## src/rtl/memory_cmd_sequencer.sv

```systemverilog
// Initiator for the memory_controller instruction interface: decodes a byte-wide command
// stream into read/write/wrapping-burst memory cycles and returns read bytes over valid/ready.
module memory_cmd_sequencer #(
    parameter int unsigned ADDR_BITS = 2
) (
    input  logic                 clock_i,
    input  logic                 reset_i,
    input  logic [7:0]           cmd_data_i,
    input  logic                 cmd_valid_i,
    output logic                 cmd_ready_o,
    output logic [7:0]           rsp_data_o,
    output logic                 rsp_valid_o,
    input  logic                 rsp_ready_i,
    output logic [ADDR_BITS-1:0] mc_addr_o,
    output logic [7:0]           mc_wdata_o,
    output logic [3:0]           mc_inst_o,
    input  logic [7:0]           mc_rdata_i,
    output logic                 busy_o
);

    localparam logic [3:0] InstIdle  = 4'h0;
    localparam logic [3:0] InstRead  = 4'h1;
    localparam logic [3:0] InstWrite = 4'h8;

    typedef enum logic [2:0] {
        StIdle,
        StGetData,
        StWr,
        StGetCnt,
        StRdIssue,
        StRdWait,
        StResp
    } state_e;

    state_e               state_q, state_d;
    logic [ADDR_BITS-1:0] addr_q, addr_d;
    logic [8:0]           remaining_q, remaining_d;
    logic [7:0]           wdata_q, wdata_d;
    logic [7:0]           rsp_data_q, rsp_data_d;

    logic cmd_fire;
    logic rsp_fire;

    assign cmd_fire = cmd_valid_i & cmd_ready_o;
    assign rsp_fire = rsp_valid_o & rsp_ready_i;

    always_comb begin
        state_d     = state_q;
        addr_d      = addr_q;
        remaining_d = remaining_q;
        wdata_d     = wdata_q;
        rsp_data_d  = rsp_data_q;

        unique case (state_q)
            StIdle: begin
                if (cmd_fire) begin
                    unique case (cmd_data_i[7:6])
                        2'b01: begin
                            addr_d      = cmd_data_i[ADDR_BITS-1:0];
                            remaining_d = 9'd1;
                            state_d     = StRdIssue;
                        end
                        2'b10: begin
                            addr_d  = cmd_data_i[ADDR_BITS-1:0];
                            state_d = StGetData;
                        end
                        2'b11: begin
                            addr_d  = cmd_data_i[ADDR_BITS-1:0];
                            state_d = StGetCnt;
                        end
                        default: ;  // NOP is discarded
                    endcase
                end
            end
            StGetData: begin
                if (cmd_fire) begin
                    wdata_d = cmd_data_i;
                    state_d = StWr;
                end
            end
            StWr: state_d = StIdle;
            StGetCnt: begin
                if (cmd_fire) begin
                    remaining_d = {1'b0, cmd_data_i} + 9'd1;
                    state_d     = StRdIssue;
                end
            end
            StRdIssue: state_d = StRdWait;
            StRdWait: begin
                rsp_data_d = mc_rdata_i;
                state_d    = StResp;
            end
            StResp: begin
                if (rsp_fire) begin
                    remaining_d = remaining_q - 9'd1;
                    // Address width makes the burst wrap modulo 2**ADDR_BITS for free
                    addr_d      = addr_q + ADDR_BITS'(1);
                    state_d     = (remaining_q == 9'd1) ? StIdle : StRdIssue;
                end
            end
            default: state_d = StIdle;
        endcase
    end

    always_ff @(posedge clock_i or posedge reset_i) begin
        if (reset_i) begin
            state_q     <= StIdle;
            addr_q      <= '0;
            remaining_q <= '0;
            wdata_q     <= '0;
            rsp_data_q  <= '0;
        end else begin
            state_q     <= state_d;
            addr_q      <= addr_d;
            remaining_q <= remaining_d;
            wdata_q     <= wdata_d;
            rsp_data_q  <= rsp_data_d;
        end
    end

    always_comb begin
        mc_inst_o = InstIdle;
        if (state_q == StWr)      mc_inst_o = InstWrite;
        if (state_q == StRdIssue) mc_inst_o = InstRead;
    end

    assign cmd_ready_o = ~reset_i &
                         ((state_q == StIdle) | (state_q == StGetData) | (state_q == StGetCnt));
    assign rsp_valid_o = (state_q == StResp);
    assign rsp_data_o  = rsp_data_q;
    assign mc_addr_o   = addr_q;
    assign mc_wdata_o  = wdata_q;
    assign busy_o      = (state_q != StIdle);

endmodule

```

## config.mk

```make
export PLATFORM = sky130hd
export DESIGN_NAME = memory_cmd_sequencer
export DESIGN_NICKNAME = d
export VERILOG_FILES = /design/src/rtl/memory_cmd_sequencer.sv
export SDC_FILE = /design/constraint.sdc
export NUM_CORES = 1
export LEC_CHECK = 0
export BUFFER_PORTS_ARGS = -buffer_cell sky130_fd_sc_hd__buf_2
export CAP_MARGIN = 40
export CORE_MARGIN = 2
export CORE_UTILIZATION = 56
export DETAILED_ROUTE_END_ITERATION = 8
export GPL_TIMING_DRIVEN = 0
export PLACE_DENSITY = 0.95
export SLEW_MARGIN = 20
export SYNTH_ARGS = -nofsm -noshare
export SYNTH_HDL_FRONTEND = slang
export SYNTH_SLANG_ARGS = --single-unit
export TNS_END_PERCENT = 1
```

## constraint.sdc

```tcl
create_clock -name clock_i -period 2.6 [get_ports clock_i]
set_input_delay 0.52 -clock clock_i [delete_from_list [all_inputs] [get_ports clock_i]]
set_output_delay 0.52 -clock clock_i [all_outputs]
set_load 0.01 [all_outputs]
```

==> results.py <==
metrics = {
    "outcome": {
        "status": "finished, violations left",
        "violations": "design-rule violations",
    },
    "global_routing": {
        "globalRouteMet3Util_pct": 6.59,
        "grt_pass1_vias": 1445,
        "grt_pass1_wl_um": 6710,
        "grt_util_all_layers_pct": 26.5,
        "top_usage_layer": "met2",
        "grt_util_met2_pct": 43.8,
        "grt_max_degree": 31,
        "grt_overflow": 0,
        "antenna_found_initial": 0,
        "met1_usage_pct": 31.5,
    },
    "run": {
        "maxCapViolCount": 0,
    },
    "timing": {
        "min_period_over_period_pct": 79.2,
        "whs_ns": 0.256,
        "max_slew.worst_pin.slew_ns": 0.612,
        "tns_ns": 0,
        "hold_viol_final": 0,
        "fin_crit_ns": 2.06,
        "fmax_mhz": 486,
        "finalWorstSetupSlack_ns": 0.542,
        "skew_ns": 0.0212,
        "slew_violations": 0,
        "setup_viol": 0,
        "grt_setup_unrepaired": "false",
        "max_slew_margin_pct": 58.8,
    },
    "synth": {
        "synthCells": 170,
        "synth.cell_area_um2": 1690,
        "synthFlopType": "dfrtp_1",
        "synth_area_per_cell_um2": 9.92,
        "synth_most_common_cell": "dfrtp_1",
        "synth_top_cell_by_area": "dfrtp_1",
        "yosysWarningCount": 0,
        "synth_area_leaders": "dfrtp_1 45%, mux2_2 11%, o21ai_0 3.3%",
        "synth_top_area_share_pct": 44.5,
        "yosys-top-cells-count": "30 x dfrtp_1, 16 x mux2_2, 14 x nor2_1",
        "yosysSeqAreaShare_pct": 44.5,
        "async_reset_ff_share_pct": 100,
        "synth-edff-count": 0,
        "synth_cell_types": 45,
        "synth_seq_cells": 30,
    },
    "critical_path": {
        "crit_type": "flop to output pin",
        "cp_data_arrival_time_ns": 1.54,
        "start_kind": "flop",
        "endpoint_kind": "output pin",
        "worstPathRequired_ns": 2.08,
        "crit_fanout": 10,
    },
    "detailed_routing": {
        "drc": 1,
        "num_vias": 1500,
        "vias_per_cell": 5.98,
        "wl_um": 4110,
        "drt_iter0_drc": 45,
        "drt_pass1_iterations": 6,
        "ant_nets": 0,
        "wire_per_inst_um": 16.4,
    },
    "final_layout": {
        "utilization_pct": 71.6,
        "drive_above_1_share_pct": 35.9,
        "nets": 242,
        "area_growth_pct": 19.1,
        "n_fill_cell": 207,
        "multiInputGateArea_um2": 862,
        "n_antenna_cell": 0,
        "finalNonFillerCells": 251,
        "regArea_um2": 751,
    },
    "pwr": {
        "pwr_density_cell_nw_per_um2": 1080,
        "vdd_drop_max_mv": 0.631,
        "p_leak_nw": 0.960,
    },
    "place": {
        "place_ws_ns": 0.751,
        "placed_cells": 243,
        "numPortBuffers": 41,
        "hpwl_um": 3010,
        "place.gp.congestion": 0.854,
    },
    "clock_tree": {
        "cts_setup_buffers": 0,
        "cts_hold_repair.buffers": 0,
        "clock_latency_ns": 0.35,
        "path_clk_slew_ns": 0.11,
        "cts_tree": "built",
        "h-tree-depth": 2,
        "postCtsResizedCells": 0,
        "cts.sinks": 30,
        "numCtsBuffers": 5,
        "root_buffer": "clkbuf_4",
        "clock_path_buffers": 2,
    },
    "die": {
        "start_util_pct": 60.1,
        "rows": 19,
        "core-area_um2": 2810,
        "die_x_um": 58.9,
        "pin_count": 45,
        "die_area_um2": 3470,
        "die_h_um": 58.9,
    },
    "worst_hold_path": {
        "min_path_type": "input port to async pin",
    },
}
sequential cells by signal, indices dropped and copies added (netlist names):
name and count:
rsp_data_o 8, remaining_q 9, state_q 3, mc_addr_o 2
mc_wdata_o 8
cells in the final DEF, fill, tap and decap left out, types with 3 or more instances in the layout:
cell type / n
nand3_1: 4
a21oi_1: 10
nand2_1: 11
xor2_1: 3
inv_1: 3
buf_2: 45
mux2_2: 16
dfrtp_1: 30
nand2b_1: 4
a32oi_1: 3
o21ai_0: 11
clkbuf_4: 5
xnor2_1: 3
nor3_1: 5
o21ai_1: 7
nor2_1: 14
clkbuf_1: 3
nor3b_1: 4
ha_1: 3
final timing paths:
kind / from / to / slack (ns) / cells past startpoint
max: state_q[2] / busy_o / 0.54 / 4
min: reset_i / rsp_data_o[0] / 0.26 / 2
max reg2reg: remaining_q[0] / remaining_q[7] / 0.84 / 5
min reg2reg: rsp_data_o[3] / rsp_data_o[3] / 0.51 / 1
max in group asynchronous: reset_i / state_q[2] / 1.91 / 2
min in group clock_i: mc_rdata_i[7] / rsp_data_o[7] / 0.40 / 2
routing by layer:
layer / vias to the layer above / part of all wire (%)
li1: 701 / -
met1: 730 / 39
met2: 54 / 52
met3: 15 / 6.0
met4: 0 / 2.9
met5: - / 0
report_power, final:
group	leakage, nW	internal (mW)	switching (mW)
Clock	0.0395	0.204	0.165
Sequential	0.373	0.673	0.149
Combinational	0.547	0.447	0.532
Total	0.960	1.32	0.846
stage by stage:
stage          area [um^2]  power [mW]
6_report              2010        2.17
5_1_grt               2010        2.31
4_1_cts               2010        2.18
3_5_place_dp          1930        1.81
3_3_place_gp          1930        1.75
2_1_floorplan         1690        1.46
worst max-delay path: stages, from the launching register on:
cell     delay [ns]
dfrtp_1        0.36
buf_2          0.16
buf_2          0.18
or3_1          0.37
buf_2          0.14
final cells by class:
class | instances | area share [%]
inverters | 5 | 0.934
well taps | 31 | 1.93
flip-flops and latches | 30 | 37.4
plain buffers | 10 | 2.93
clock inverters | 1 | 1.49
multi-input cells | 126 | 42.9
clock buffers | 7 | 2.24
repair buffers | 41 | 10.2
cell families after synthesis:
group | Yosys count | synth area share, %
AND/OR/NAND/NOR | 54 | 17.1
adder cells (fa/ha/maj) | 3 | 2.23
multiplexers | 17 | 11.3
buffers and inverters | 15 | 4.60
other | 1 | 0.222
AO/OA/AOI/OAI | 44 | 16.9
flip-flops | 30 | 44.5
XOR/XNOR | 6 | 3.12
Note: power is estimated with default switching activity, not from simulation.
